[src/rtl/ser10_pkg.sv]
// ============================================================================
//  ser10_pkg -- shared widths and frame timing for the 10:1 serializer.
//  Revision: 1.0
// ============================================================================
`default_nettype none

package ser10_pkg;

    localparam int WORD_W    = 10;
    localparam int FRAME_LEN = 10;
    localparam int PCLK_HIGH = 5;
    localparam int CNT_W     = $clog2(FRAME_LEN);

    typedef logic [WORD_W-1:0] word_t;
    typedef logic [CNT_W-1:0]  cnt_t;

    localparam cnt_t LAST_CNT = cnt_t'(FRAME_LEN - 1);

    // Word clock level for the cycle in which the counter holds this value.
    function automatic logic pclk_level(input cnt_t cnt);
        return (cnt < cnt_t'(PCLK_HIGH));
    endfunction

endpackage

`default_nettype wire

[src/rtl/ser10_frame_ctr.sv]
// ============================================================================
//  ser10_frame_ctr -- bit counter, word clock and optional one-bit frame slip.
//  Optional feature macro: SER10_TX_BITSLIP_EN.  Revision: 1.0
// ============================================================================
`default_nettype none

module ser10_frame_ctr
    import ser10_pkg::*;
(
    input  logic clk,
    input  logic rst_n_i,
`ifdef SER10_TX_BITSLIP_EN
    input  logic bitslip_i,
`endif
    output logic pclk_o,
    output logic frame_end,
    output logic shift_en
);

    cnt_t bit_cnt;
    cnt_t cnt_next;
    logic at_last;
    logic stall;

    assign at_last = (bit_cnt == LAST_CNT);

`ifdef SER10_TX_BITSLIP_EN
    logic slip_pend;
    logic slip_hold;

    // The extra cycle is the first pass through count 9 while a slip is pending.
    assign stall = at_last && slip_pend && !slip_hold;

    always_ff @(posedge clk or negedge rst_n_i) begin
        if (!rst_n_i) begin
            slip_pend <= 1'b0;
            slip_hold <= 1'b0;
        end else if (stall) begin
            slip_hold <= 1'b1;
        end else if (slip_hold) begin
            slip_hold <= 1'b0;
            slip_pend <= 1'b0;
        end else if (bitslip_i) begin
            slip_pend <= 1'b1;
        end
    end
`else
    assign stall = 1'b0;
`endif

    always_comb begin
        cnt_next = bit_cnt + cnt_t'(1);
        if (stall) begin
            cnt_next = bit_cnt;
        end else if (at_last) begin
            cnt_next = '0;
        end
    end

    always_ff @(posedge clk or negedge rst_n_i) begin
        if (!rst_n_i) begin
            bit_cnt <= '0;
            pclk_o  <= 1'b1;
        end else begin
            bit_cnt <= cnt_next;
            pclk_o  <= pclk_level(cnt_next);
        end
    end

    assign frame_end = at_last && !stall;
    assign shift_en  = !stall;

endmodule

`default_nettype wire

[src/rtl/ser10_tx.sv]
// ============================================================================
//  ser10_tx -- 10-bit parallel to serial transmitter with one-word buffer.
//  Optional feature macro: SER10_TX_BITSLIP_EN.  Revision: 1.0
// ============================================================================
`default_nettype none

module ser10_tx
    import ser10_pkg::*;
#(
    parameter word_t IDLE_WORD = 10'h000,
    parameter bit    MSB_FIRST = 1'b0
) (
    input  logic              clk,
    input  logic              rst_n_i,
    input  logic [WORD_W-1:0] data_i,
    input  logic              valid_i,
    output logic              ready_o,
`ifdef SER10_TX_BITSLIP_EN
    input  logic              bitslip_i,
`endif
    output logic              serial_o,
    output logic              pclk_o,
    output logic              underrun_o
);

    word_t hold_buf;
    word_t sr;
    logic  full;
    logic  started;
    logic  transfer;
    logic  frame_end;
    logic  shift_en;

    ser10_frame_ctr u_frame_ctr (
        .clk       (clk),
        .rst_n_i   (rst_n_i),
`ifdef SER10_TX_BITSLIP_EN
        .bitslip_i (bitslip_i),
`endif
        .pclk_o    (pclk_o),
        .frame_end (frame_end),
        .shift_en  (shift_en)
    );

    assign ready_o  = !full;
    assign transfer = valid_i && ready_o;

    // A transfer on the frame edge bypasses the empty buffer straight into sr.
    always_ff @(posedge clk or negedge rst_n_i) begin
        if (!rst_n_i) begin
            full     <= 1'b0;
            hold_buf <= '0;
        end else if (frame_end) begin
            full <= 1'b0;
        end else if (transfer) begin
            full     <= 1'b1;
            hold_buf <= data_i;
        end
    end

    always_ff @(posedge clk or negedge rst_n_i) begin
        if (!rst_n_i) begin
            sr <= IDLE_WORD;
        end else if (frame_end) begin
            if (full) begin
                sr <= hold_buf;
            end else if (transfer) begin
                sr <= data_i;
            end else begin
                sr <= IDLE_WORD;
            end
        end else if (shift_en) begin
            if (MSB_FIRST) begin
                sr <= {sr[WORD_W-2:0], 1'b0};
            end else begin
                sr <= {1'b0, sr[WORD_W-1:1]};
            end
        end
    end

    always_ff @(posedge clk or negedge rst_n_i) begin
        if (!rst_n_i) begin
            started    <= 1'b0;
            underrun_o <= 1'b0;
        end else begin
            if (transfer) begin
                started <= 1'b1;
            end
            if (frame_end && !full && !transfer && started) begin
                underrun_o <= 1'b1;
            end
        end
    end

    assign serial_o = MSB_FIRST ? sr[WORD_W-1] : sr[0];

endmodule

`default_nettype wire

[config.mk]
export PLATFORM = sky130hd
export DESIGN_NAME = ser10_tx
export DESIGN_NICKNAME = d
export VERILOG_FILES = /design/src/rtl/ser10_pkg.sv /design/src/rtl/ser10_frame_ctr.sv /design/src/rtl/ser10_tx.sv
export SDC_FILE = /design/constraint.sdc
export NUM_CORES = 1
export LEC_CHECK = 0
export ABC_CLOCK_PERIOD_IN_PS = 2500
export CAP_MARGIN = 0
export CORE_MARGIN = 2
export CORE_UTILIZATION = 56
export CTS_CLUSTER_DIAMETER = 150
export DETAILED_ROUTE_END_ITERATION = 16
export PLACE_DENSITY = 0.82
export SLEW_MARGIN = 0
export SYNTH_ARGS = -nofsm -noshare
export SYNTH_HDL_FRONTEND = slang
export SYNTH_SLANG_ARGS = --single-unit
[constraint.sdc]
create_clock -name clk -period 2.5 [get_ports clk]
set_input_delay 0.625 -clock clk [delete_from_list [all_inputs] [get_ports clk]]
set_output_delay 0.625 -clock clk [all_outputs]
set_load 0.05 [all_outputs]
== Word-level counts from Yosys, hierarchy flattened ==
Cells that the tools add are included.

* Div/mod/pow operators: 0
* Multiplexer cells: 6
* Shift operators: 0
* Multipliers: 0
* Equal/unequal tests: 1
* Reductions and logical operators: 8
* Bitwise logic cells: 1
* Order comparisons: 1
* Add/sub/neg operators: 1

{| class="wikitable"
|+ Operator list
! operator !! number
|-
| 10-bit two-way mux || 3
|-
| 4-bit by 1-bit adder with 4-bit output, second input constant || 1
|-
| 4-bit equality test, second input constant || 1
|-
| 1-bit logical AND || 4
|-
| 4-bit by 3-bit less-than comparator with 1-bit output, second input constant || 1
|-
| 4-bit two-way mux || 1
|-
| 1-bit zero test || 2
|-
| 1-bit two-way mux || 2
|-
| 2-bit AND reduction || 1
|-
| 2-bit nonzero test || 1
|-
| 1-bit inverter || 1
|}

* Input bits: 13
* Flip-flop bits (word level): 28
* Bits in writable memories: 0
* Memories: 0
* Latch bits: 0
* Memory bits (read-only): 0
* Word-level logic and storage cells: 25
* Output and inout bits: 4

== Logic depth before layout (Yosys ltp) ==
* Depth after elaboration: 5
* Depth in mapped cells: 4
* Depth with buffers taken out: 3

== Modules after synthesis ==
A second synthesis with hierarchy kept.

* Cell total of the unflattened synthesis: 108
* Area, all modules: 1385.1 um2

{| class="wikitable"
|+ Modules (own cells, without submodules)
! module !! area an instance (um2) !! times used !! cells each
|-
| ser10_tx || 1154.9 || 1 || 86
|-
| ser10_frame_ctr || 230.2 || 1 || 22
|}

== Worst setup path before layout ==
OpenSTA, ideal clock, no wires.

* Path type: flip-flop to output port
* Start point: register full
* End point: output port ready_o
* Path slack: 0.966 ns
* Cell stages (with the launch flop): 3
* Data required time: 1.875 ns
* Arrival: 0.909 ns
* Path buffers: 1
* Cells stage by stage: dfrtp_1 clkbuf_1 inv_1

* Word-level cells in the longest chain between the ends: 1

{| class="wikitable"
|+ Ends and longest elaborated chain
! item !! line !! RTL
|-
| start, declared || ser10_tx.sv:28 || <nowiki>logic full;</nowiki>
|-
| start signal, assigned || ser10_tx.sv:51 || <nowiki>full <= 1'b0;</nowiki>
|-
| start signal, assigned || ser10_tx.sv:54 || <nowiki>full <= 1'b0;</nowiki>
|-
| start signal, assigned || ser10_tx.sv:56 || <nowiki>full <= 1'b1;</nowiki>
|-
| 1-bit zero test || ser10_tx.sv:45 || <nowiki>assign ready_o = !full;</nowiki>
|-
| end, declared || ser10_tx.sv:17 || <nowiki>output logic ready_o,</nowiki>
|}

No other way between the ends.

== Worst setup path in the final report ==
* Start point: register u_frame_ctr.pclk_o
* End point: output port pclk_o

{| class="wikitable"
|+ RTL lines
! item !! line !! RTL
|-
| start, declared || ser10_frame_ctr.sv:15 || <nowiki>output logic pclk_o,</nowiki>
|-
| start signal, assigned || ser10_frame_ctr.sv:66 || <nowiki>pclk_o <= pclk_level(cnt_next);</nowiki>
|-
| end, declared || ser10_tx.sv:22 || <nowiki>output logic pclk_o,</nowiki>
|}

No word-level cell between the ends.

==> impl_summary.log <==
[metrics] number of global-route vias before repair: 833
[metrics] clock network fraction of design power: 25.4%
[metrics] proportion of synthesized area in mux cells: 13.6%
[metrics] most common cell after layout, fill and taps aside: sky130_fd_sc_hd__dfrtp_1
[metrics] yosys warns: 0
[metrics] combinational family with the most area after synthesis: compound AO/OA/AOI/OAI gates
[metrics] Setup Buffers After CTS: 0
[metrics] adder and majority cell fraction of the synthesized area: 0%
[metrics] clk slew on worst S/H paths: 0.14 ns
[metrics] GP Congestion: 0.741
[metrics] cts bufs inserted: 3
[metrics] ordered list of cells on the worst path: clkdlybuf4s50_1
[metrics] die height: 49.9 µm
[metrics] startpoint of the worst-slack reg-to-reg timing path: u_frame_ctr.bit_cnt[2]
[metrics] cell type with the highest aggregate area in the netlist: sky130_fd_sc_hd__dfrtp_1
[metrics] antenna violations before repair: 0
[metrics] total gr overflow: 0
[metrics] number of cells on the worst hold path: 1
[metrics] post-route DRC violation count: 0
[metrics] run status: finished clean
[metrics] Root Buffer Master: sky130_fd_sc_hd__clkbuf_4
[metrics] fin crit period: 2.29 ns
[metrics] cts-stage hold buffer count: 0
[metrics] Global Route Usage Sum: 19.4%
[metrics] proportion of netlist area held by the largest area contributor: 57.3%
[metrics] number of pins with negative max-slew slack in the final report: 0
[metrics] area fraction in compound gates after synthesis: 13.6%
[metrics] number of port buffers: 16
[metrics] Power Total: 0.840 mW
[metrics] maximum number of pins on one net before global-route repair: 29
[metrics] dpl hpwl: around 1500 µm
[metrics] Worst-Margin Slew: 0.517 ns
[metrics] number of cells traversed by the worst register-to-register path: 4
[metrics] worst-path cell with the longest stage delay: sky130_fd_sc_hd__clkdlybuf4s50_1
[metrics] Worst Min Path Start: underrun_o
[metrics] Sw Share: 22.3%
[metrics] Arrival @ worst endpoint: approximately 1.7 ns
[metrics] Final Util: between 70 and 80%
[metrics] area of the mapped netlist: around 1200 µm²
[metrics] Top Family by Delay on Critical Path: buffers and inverters
[metrics] Skew-Pair Late Insertion Delay: 0.32 ns
[metrics] die boundary width: 49.9 µm
[metrics] Post-Syn Nets: 107
[metrics] H-tree depth reported by CTS: 1
[metrics] synthesis-stage register bit count: 28
[metrics] Boundary Pins: 17
[metrics] core region area: just under 2000 µm²
[metrics] Netlist cell types: 22
[metrics] die footprint: 2490 µm²
[metrics] detailed-router iteration count before antenna repair: 4
[metrics] total of endpoints with negative setup slack in the final report: 0
[metrics] share of cells above drive strength 1: slightly above 20%
[metrics] highest-count cells in the layout ignoring fill and taps: 27 x sky130_fd_sc_hd__dfrtp_1, 16 x sky130_fd_sc_hd__clkdlybuf4s50_1, 11 x sky130_fd_sc_hd__nor2_1
[metrics] Antenna Violating Nets Remaining: 0
[metrics] Max Clock Freq: 0.437 GHz
[metrics] Vias: 792
[metrics] internal portion of total power: between 0.6 and 0.7 mW
[metrics] leakage component of the power: approximately 0.68 nW
[metrics] CP startpoint kind: register
[metrics] final number of hold-violating endpoints: 0
[metrics] number of standard cells after synthesis: 94
[metrics] CP max FO: 1
[metrics] simple logic cell fraction of the synthesized area: between 9 and 10%
[metrics] worst-case vdd ir drop: about 0.34 mV
[metrics] leading post-synthesis cells by cell area: sky130_fd_sc_hd__dfrtp_1 57%, sky130_fd_sc_hd__mux2_4 13%, sky130_fd_sc_hd__a22oi_1 6.4%
[metrics] Crit Path Class: register to output pin
[metrics] average via count per standard cell: 5.66
[metrics] largest buffer count on any clock path: 2
[metrics] final period utilization: roughly 90%
[metrics] max_slew headroom: 65.4%
[metrics] terminating pin of the worst hold path: underrun_o
[metrics] Post-Route WL: 2180 µm
[metrics] buffer and inverter count on the worst path: 1
[metrics] floorplan row count: 16
[metrics] share of the yosys chip area belonging to registers: between 50% and 60%
[metrics] Net count, final: 127
[metrics] Post-Synth XOR/XNOR Area: less than 1%
[metrics] aggregate negative setup slack: 0 ns
[metrics] Psw: between 0.15 and 0.2 mW
[metrics] classification of the worst-slack hold path: register to register
[metrics] worst path required time: 1.88 ns
[metrics] global-route wire length before repair: 3620 µm
[metrics] register-to-register setup slack: 0.81 ns
[metrics] clock skew: 0.00806 ns
[metrics] RSZ-0062 raised after global routing: false
[metrics] capture instance of the worst register-to-register path: hold_buf[0]
[metrics] DR WL/cell: 15.6 µm
[metrics] critical path capture point type: output pin
[metrics] sequential group share of total power: between 50% and 60%
[metrics] First DRT Iteration DRCs: 23
[metrics] Pwr Density: 590 nW/µm²
[metrics] TritonCTS sink count: 28
[metrics] Post-Syn Area per Cell: 12.6 µm²
[metrics] Gate power share: between 10% and 20%
[metrics] number of instances resized during post-cts repair: 0
[metrics] antenna diode count: 0
[metrics] clock tree from TritonCTS: yes
[metrics] Area Growth Syn to Fin: 20.7%
[metrics] Initial Util: 59.5%
[metrics] # Max-Cap Violations: 0
[metrics] Worst path max stage delay: around 0.81 ns
==> state kept, by name (all words and copies together) (netlist names) <==
register	flops
underrun_o	1
sr	10
hold_buf	10
u_frame_ctr.pclk_o	1
started	1
u_frame_ctr.bit_cnt	4
full	1
==> Yosys cell counts <==
cell type,instances
sky130_fd_sc_hd__mux2_4,10
sky130_fd_sc_hd__buf_2,2
sky130_fd_sc_hd__or2_2,1
sky130_fd_sc_hd__nand2_1,3
sky130_fd_sc_hd__nor2b_1,3
sky130_fd_sc_hd__nor2_1,11
sky130_fd_sc_hd__clkbuf_1,2
sky130_fd_sc_hd__a21oi_1,9
sky130_fd_sc_hd__dfrtp_1,27
sky130_fd_sc_hd__mux2i_1,1
sky130_fd_sc_hd__nor2b_2,1
sky130_fd_sc_hd__a22oi_1,10
sky130_fd_sc_hd__and4bb_4,1
sky130_fd_sc_hd__inv_1,3
sky130_fd_sc_hd__nand2b_1,1
sky130_fd_sc_hd__buf_6,1
sky130_fd_sc_hd__a22o_1,1
sky130_fd_sc_hd__o21ai_0,3
sky130_fd_sc_hd__a31o_2,1
sky130_fd_sc_hd__dfstp_2,1
sky130_fd_sc_hd__a21o_1,1
sky130_fd_sc_hd__xnor2_1,1
==> layout make-up <==
class                   instances  area [µm²]
multi-input cells              58         438
well taps                      27        33.8
repair buffers                 20         203
clock buffers                   4        36.3
fillers                       137         558
flip-flops and latches         28         702
inverters                       3        11.3
==> worst max-delay path by stage <==
stage | startpoint | endpoint | slack (ns) | cells after the start
after CTS | u_frame_ctr.pclk_o | pclk_o | 0.21 | 1
after detailed placement | valid_i | hold_buf[2] | 0.35 | 5
after global routing | u_frame_ctr.pclk_o | pclk_o | 0.16 | 1
final | u_frame_ctr.pclk_o | pclk_o | 0.21 | 1
after floorplan | full | ready_o | 0.97 | 2
after global placement | valid_i | hold_buf[2] | 0.38 | 5
==> cell families (layout without fill, tap and decap cells) <==
logic type / count (synthesis) / count (layout)
DFF: 28 / 28
AOI/OAI and AO/OA: 25 / 25
and+or+nand+nor: 21 / 21
muxes: 11 / 11
buffers and inverters: 8 / 27
xor gates and xnor gates: 1 / 1
==> power groups by stage <==
stage / Combinational [mW] / Clock (mW) / Sequential [mW]
after detailed placement: 0.125 / 0 / 0.509
final: 0.124 / 0.213 / 0.502
after floorplan: 0.0701 / 0 / 0.514
after global routing: 0.135 / 0.237 / 0.506
after CTS: 0.126 / 0.216 / 0.502
after global placement: 0.120 / 0 / 0.508
==> through the flow <==
step | hold slack (ns) | setup WS, ns | cell area, µm² | std cells
2_1_floorplan | 0.329 | 0.966 | 1180 | 94
3_3_place_gp | 0.449 | 0.383 | 1390 | 136
3_5_place_dp | 0.462 | 0.352 | 1390 | 136
4_1_cts | 0.494 | 0.205 | 1420 | 140
5_1_grt | 0.499 | 0.160 | 1420 | 140
6_report | 0.488 | 0.209 | 1420 | 140
==> metal layers <==
metal	share of wire (%)	wire length, µm	global-route usage, %
met2	54	1190	34.7
met1	40	867	22.9
met4	0.60	13	6.48
met5	0	0	0
met3	5.4	117	4.55
No activity file was read; power rests on OpenSTA's default activity.
